`src/rtl/tdm_codec_if_if.sv`:
```
// Bundle of the codec serial pins and calibrator-side sample buses for tdm_codec_if.
// The DUT takes the slave view; a codec/calibrator model takes the master view.
interface tdm_codec_if_if #(
    parameter int W = 16
);
    logic                mute;
    logic signed [W-1:0] sample_out0;
    logic signed [W-1:0] sample_out1;
    logic signed [W-1:0] sample_out2;
    logic signed [W-1:0] sample_out3;
    logic                sdin;
    logic                bick;
    logic                lrck;
    logic                sdout;
    logic                clk_fs;
    logic signed [W-1:0] sample_in0;
    logic signed [W-1:0] sample_in1;
    logic signed [W-1:0] sample_in2;
    logic signed [W-1:0] sample_in3;

    modport slave (
        input  mute, sample_out0, sample_out1, sample_out2, sample_out3, sdin,
        output bick, lrck, sdout, clk_fs, sample_in0, sample_in1, sample_in2, sample_in3
    );

    modport master (
        output mute, sample_out0, sample_out1, sample_out2, sample_out3, sdin,
        input  bick, lrck, sdout, clk_fs, sample_in0, sample_in1, sample_in2, sample_in3
    );
endinterface

```
`src/rtl/tdm_codec_if.sv`:
```
// 4-slot TDM front end: BICK/LRCK/clk_fs generation, DAC serialiser, ADC deserialiser.
// Define TDM_LOOPBACK_EN to feed the ADC shift registers from the internal sdout stream.
module tdm_codec_if #(
    parameter int W = 16
) (
    input  logic          clk_256fs,
    input  logic          rst,
    tdm_codec_if_if.slave bus
);
    logic [7:0]   cnt;
    logic [7:0]   cnt_next;
    logic         run;
    logic         bick_q;
    logic         lrck_q;
    logic         clk_fs_q;
    logic         sdout_q;
    logic         sdout_next;
    logic         adc_bit;
    logic         latch_en;
    logic         publish_en;
    logic [1:0]   slot_cur;
    logic [4:0]   bit_cur;
    logic [W-1:0] sample_out [4];
    logic [W-1:0] holding [4];
    logic [W-1:0] holding_next [4];
    logic [W-1:0] shreg [4];
    logic [W-1:0] shreg_next [4];
    logic [W-1:0] sample_in_q [4];
    logic [W-1:0] dac_word;

    assign sample_out[0] = bus.sample_out0;
    assign sample_out[1] = bus.sample_out1;
    assign sample_out[2] = bus.sample_out2;
    assign sample_out[3] = bus.sample_out3;

`ifdef TDM_LOOPBACK_EN
    logic unused_sdin;
    assign unused_sdin = bus.sdin;
    assign adc_bit     = sdout_q;
`else
    assign adc_bit     = bus.sdin;
`endif

    // The first cycle after reset release sits at cnt == 0, so the counter
    // only starts advancing once run is set.
    assign cnt_next   = run ? cnt + 8'd1 : 8'd0;
    assign latch_en   = (cnt_next == 8'd0);
    assign publish_en = run && (cnt == 8'hFF);
    assign slot_cur   = cnt[7:6];
    assign bit_cur    = cnt[5:1];

    // NOTE: every variable written here gets a default first, so no path leaves it unassigned (no latch).
    always_comb begin
        for (int s = 0; s < 4; s++) begin
            holding_next[s] = holding[s];
            shreg_next[s]   = shreg[s];
            if (latch_en) begin
                holding_next[s] = bus.mute ? '0 : sample_out[s];
            end
        end
        if (cnt[0] && (int'(bit_cur) < W)) begin
            shreg_next[slot_cur] = {shreg[slot_cur][W-2:0], adc_bit};
        end
        // Left-shifting by the bit index brings that bit to the MSB; indices >= W shift out to 0.
        dac_word   = holding_next[cnt_next[7:6]] << cnt_next[5:1];
        sdout_next = dac_word[W-1];
    end

    // NOTE: sequential state uses non-blocking assignments so every register sees pre-edge values.
    always_ff @(posedge clk_256fs) begin
        if (rst) begin
            run      <= 1'b0;
            cnt      <= 8'd0;
            bick_q   <= 1'b0;
            lrck_q   <= 1'b0;
            clk_fs_q <= 1'b0;
            sdout_q  <= 1'b0;
            // NOTE: these arrays are reset explicitly because their contents are visible on outputs after release.
            for (int s = 0; s < 4; s++) begin
                holding[s]     <= '0;
                shreg[s]       <= '0;
                sample_in_q[s] <= '0;
            end
        end else begin
            run      <= 1'b1;
            cnt      <= cnt_next;
            bick_q   <= cnt_next[0];
            lrck_q   <= ~cnt_next[7];
            clk_fs_q <= ~cnt_next[7];
            sdout_q  <= sdout_next;
            for (int s = 0; s < 4; s++) begin
                holding[s] <= holding_next[s];
                shreg[s]   <= shreg_next[s];
                if (publish_en) begin
                    sample_in_q[s] <= shreg_next[s];
                end
            end
        end
    end

    assign bus.bick       = bick_q;
    assign bus.lrck       = lrck_q;
    assign bus.clk_fs     = clk_fs_q;
    assign bus.sdout      = sdout_q;
    assign bus.sample_in0 = sample_in_q[0];
    assign bus.sample_in1 = sample_in_q[1];
    assign bus.sample_in2 = sample_in_q[2];
    assign bus.sample_in3 = sample_in_q[3];
endmodule

```
`src/flat_wrapper.sv`:
```
// flat-port wrapper written by rule: the top's interface ports become plain ports
module tdm_codec_if_flat 
#(
    parameter int W = 16
)
  (clk_256fs, rst, bus_mute, bus_sample_out0, bus_sample_out1, bus_sample_out2, bus_sample_out3, bus_sdin, bus_bick, bus_lrck, bus_sdout, bus_clk_fs, bus_sample_in0, bus_sample_in1, bus_sample_in2, bus_sample_in3);
  tdm_codec_if_if #(.W(W)) bus_i ();
  input  logic clk_256fs;
  input  logic rst;
  input wire logic [$bits(bus_i.mute)-1:0] bus_mute;
  input wire logic [$bits(bus_i.sample_out0)-1:0] bus_sample_out0;
  input wire logic [$bits(bus_i.sample_out1)-1:0] bus_sample_out1;
  input wire logic [$bits(bus_i.sample_out2)-1:0] bus_sample_out2;
  input wire logic [$bits(bus_i.sample_out3)-1:0] bus_sample_out3;
  input wire logic [$bits(bus_i.sdin)-1:0] bus_sdin;
  output wire logic [$bits(bus_i.bick)-1:0] bus_bick;
  output wire logic [$bits(bus_i.lrck)-1:0] bus_lrck;
  output wire logic [$bits(bus_i.sdout)-1:0] bus_sdout;
  output wire logic [$bits(bus_i.clk_fs)-1:0] bus_clk_fs;
  output wire logic [$bits(bus_i.sample_in0)-1:0] bus_sample_in0;
  output wire logic [$bits(bus_i.sample_in1)-1:0] bus_sample_in1;
  output wire logic [$bits(bus_i.sample_in2)-1:0] bus_sample_in2;
  output wire logic [$bits(bus_i.sample_in3)-1:0] bus_sample_in3;
  assign bus_i.mute = bus_mute;
  assign bus_i.sample_out0 = bus_sample_out0;
  assign bus_i.sample_out1 = bus_sample_out1;
  assign bus_i.sample_out2 = bus_sample_out2;
  assign bus_i.sample_out3 = bus_sample_out3;
  assign bus_i.sdin = bus_sdin;
  assign bus_bick = bus_i.bick;
  assign bus_lrck = bus_i.lrck;
  assign bus_sdout = bus_i.sdout;
  assign bus_clk_fs = bus_i.clk_fs;
  assign bus_sample_in0 = bus_i.sample_in0;
  assign bus_sample_in1 = bus_i.sample_in1;
  assign bus_sample_in2 = bus_i.sample_in2;
  assign bus_sample_in3 = bus_i.sample_in3;
  tdm_codec_if #(.W(W)) u_core (.clk_256fs(clk_256fs), .rst(rst), .bus(bus_i));
endmodule
```
`config.mk`:
```
export PLATFORM = sky130hd
export DESIGN_NAME = tdm_codec_if_flat
export DESIGN_NICKNAME = d
export VERILOG_FILES = /design/src/rtl/tdm_codec_if_if.sv /design/src/rtl/tdm_codec_if.sv /design/src/flat_wrapper.sv
export SDC_FILE = /design/constraint.sdc
export NUM_CORES = 1
export LEC_CHECK = 0
export CELL_PAD_IN_SITES_DETAIL_PLACEMENT = 2
export CELL_PAD_IN_SITES_GLOBAL_PLACEMENT = 2
export CORE_ASPECT_RATIO = 1.2
export CORE_MARGIN = 8
export CORE_UTILIZATION = 36
export CTS_CLUSTER_SIZE = 8
export DETAILED_ROUTE_END_ITERATION = 10
export PLACE_DENSITY = 0.9
export SYNTH_ARGS = -nofsm -noshare
export SYNTH_HDL_FRONTEND = slang
export SYNTH_SLANG_ARGS = --single-unit
```
`constraint.sdc`:
```
create_clock -name clk_256fs -period 7.72 [get_ports clk_256fs]
set_input_delay 1.544 -clock clk_256fs [delete_from_list [all_inputs] [get_ports clk_256fs]]
set_output_delay 1.544 -clock clk_256fs [all_outputs]
set_load 0.1 [all_outputs]
```
==> results.toml <==
[synth]
ys_warn_count = 0
yosys.cell_types.count = 62
syn_inst = 893
yosysSeqAreaShare_pct = 55.63
syn_area_mm2 = 0.008457
synth_edf_count = 64
ys.flop_type = "dfxtp_1"
ys_ff_latch = 203
synthArstFlopShare_pct = 0
syn_nets = 962
synth_area_per_cell_um2 = 9.470

[floorplanning]
die_area_mm2 = 0.02867
core_mm2 = 0.02313
start_util_pct = 36.57
die_width_um = 155.9
pin_count = 136
dieHeight_um = 183.9
rows = 61

[flow_run]
drv_cap = 0

[setup_path]
crit_chain = "clkdlybuf4s50_1"
regToRegSetupSlack_ns = 4.22
timing_worst_setup_path_type = "flip-flop to output pin"
cp_data_arrival_time_ns = 2.28
r2r_start = "u_core.cnt[0]"
slowest_stage = "clkdlybuf4s50_1"
worstPathMaxFanout = 11
end_kind = "output pin"
path_buf_inv = 1
max_stage_delay_ns = 1.24
critical_path.top_delay_family = "buffers and inverters"
cp.required_ns = 6.18
regToRegEndpoint = "u_core.bus.sdout"
crit_path_start_kind = "flip-flop"
r2r_cells = 9

[placed_design]
hpwl_mm = 17.68
dpl-instance-area_mm2 = 0.009945
routabilityCongestion = 0.8751
io_buffers = 135

[sta]
finalCritPeriodShare_pct = 49.48
period_minus_slack_ns = 3.820
hold_viol = 0
finalClockSkew_ns = 0.01408
tightest_slew_ns = 1.077
fmax_mhz = 261.8
slew_headroom_pct = 27.83
setup_viol = 0
slew_violations = 0
setup_tns_ns = 0
rsz0062_at_grt = "false"

[pwr]
power.density_mw_per_mm2 = 236.6
ir_worst_vdd_v = 0.0001192
power.total_mw = 2.551
power.leakage_nw = 3.561

[route]
via_count = 6846
drt-total-wl_mm = 26.66
ant_nets = 0
first_pass_iters = 4
drt_iter0_drc = 274
wl_per_cell_um = 20.03
vias_per_cell = 5.144
drc = 0

[clock_tree]
cts_buffers = 29
cts_buffer_depth = 3
cts_resized = 0
clockRootBuffer = "clkbuf_16"
post_cts_buffers = 0
clock_latency_ns = 0.53
postCtsHoldBufs = 0
clock-sinks = 203
cts_tree = "done"
cts.clk_slew.worst_paths_ns = 0.05
htree_levels = 1

[finish]
syn_to_final_growth_pct = 27.50
fin_nets = 1065
fin_util_pct = 46.63
final_cell_area_mm2 = 0.01078
layout-drive-gt1-share_pct = 5.714

[hold_path]
worstHoldPathType = "flip-flop to flip-flop"
hold_depth = 2
hp-start = "u_core.holding[3][8]"
min_to = "u_core.holding[3][8]"

[grt]
gr-total-overflow = 0
grt_pass1_wl_mm = 42.42
track_usage_pct = 18.52
grt_max_degree = 87
antenna_found_initial = 1
grt_pass1_vias = 7690

[run_status]
status = "complete, no violations"
-- where the power goes --
group | internal [mW] | leakage, nW | switching (mW)
clock network | 0.726 | 0.398 | 0.455
logic | 0.0753 | 1.35 | 0.154
registers | 1.13 | 1.82 | 0.0157
total | 1.93 | 3.56 | 0.624
-- flip-flops by register name (all words and copies together) (netlist names) --
register / cells
u_core.cnt: 8
u_core.bus.lrck: 1
u_core.holding: 64
u_core.run: 1
u_core.sample_in_q: 64
u_core.bus.sdout: 1
u_core.shreg: 64
-- routing by layer --
| metal | global-route usage, % | vias up | share of wire, % | wire, um |
|---|---|---|---|---|
| met5 | 0 | - | 0 | 0 |
| met4 | 6.649 | 0 | 2.5 | 665 |
| met3 | 3.081 | 35 | 4.3 | 1141 |
| met2 | 34.29 | 152 | 52 | 13950 |
| met1 | 20.92 | 3389 | 41 | 10910 |
| li1 | - | 3270 | - | - |
-- area by class of cell --
| cell class | instances | area (um^2) |
|---|---|---|
| clock inverter | 2 | 38.79 |
| sequential | 203 | 4705 |
| timing repair buffer | 141 | 1394 |
| inverter | 2 | 7.507 |
| tap | 315 | 394.1 |
| antenna | 1 | 2.502 |
| fill | 2447 | 12340 |
| clock buffer | 48 | 797.0 |
| multi-input combinational | 619 | 3445 |
-- stage by stage --
step | hold WS (ns) | setup WS, ns | std cells
2_1_floorplan | 0.4274 | 3.955 | 893
3_3_place_gp | 0.4350 | 4.156 | 1280
3_5_place_dp | 0.4500 | 4.128 | 1280
4_1_cts | 0.4589 | 3.837 | 1330
5_1_grt | 0.4770 | 3.798 | 1331
6_report | 0.4528 | 3.900 | 1331
-- worst max-delay path by stage --
| stage | startpoint | to | slack [ns] | depth (start not counted) |
|---|---|---|---|---|
| after floorplan | u_core.cnt[0] | u_core.sample_in_q[0][0] | 3.96 | 7 |
| after global placement | bus_mute | u_core.bus.sdout | 4.16 | 7 |
| after detailed placement | bus_mute | u_core.bus.sdout | 4.13 | 7 |
| after CTS | u_core.cnt[0] | bus_bick | 3.84 | 1 |
| after global routing | u_core.cnt[0] | bus_bick | 3.80 | 1 |
| final | u_core.cnt[0] | bus_bick | 3.90 | 1 |
-- cells in the final DEF (no fill, tap or decap), types with 2 or more instances in the layout --
master / n
a21o_1: 2
a21oi_1: 132
a221oi_1: 2
a31oi_1: 3
and2_1: 2
and3_1: 3
buf_4: 7
clkbuf_1: 19
clkbuf_16: 29
clkdlybuf4s50_1: 134
dfxtp_1: 139
edfxtp_1: 64
inv_1: 2
mux2_2: 7
mux2_4: 3
mux2i_1: 12
nand2_1: 213
nand2b_1: 4
nand3_1: 7
nand3b_1: 58
nand4_1: 3
nor2_1: 24
nor2b_1: 74
nor3_1: 4
o211ai_1: 4
o21ai_0: 6
o221ai_1: 10
o31a_1: 2
o31ai_1: 2
o32ai_1: 2
or2_1: 2
xnor2_1: 4
xor2_1: 4
-- cells by family (layout without fill, tap and decap cells) --
| logic type | count (synthesis) | after routing | synth area share, % |
|---|---|---|---|
| buffers and inverters | 71 | 193 | 3.847 |
| AND/OR/NAND/NOR | 406 | 406 | 24.00 |
| flip-flops | 203 | 203 | 55.63 |
| adder cells (fa/ha/maj) | 1 | 1 | 0.1479 |
| XOR/XNOR | 8 | 8 | 0.8284 |
| AO/OA/AOI/OAI | 181 | 181 | 12.53 |
| other | 0 | 1 | 0 |
| multiplexers | 23 | 23 | 3.018 |
-- cell usage after synthesis, types with 5 or more instances --
cell / number / area share [%]
buf_2: 9 / 0.53
nor3_1: 5 / 0.30
dfxtp_1: 139 / 33
o21ai_0: 6 / 0.36
a21oi_1: 132 / 7.8
nand2_1: 214 / 9.5
edfxtp_1: 64 / 23
nor2b_1: 74 / 5.5
mux2i_1: 12 / 1.4
nand3_1: 8 / 0.47
mux2_2: 7 / 0.93
clkbuf_1: 52 / 2.3
nand3b_1: 58 / 5.1
nor2_1: 24 / 1.1
o221ai_1: 10 / 1.0
No activity file was read; power rests on OpenSTA's default activity.
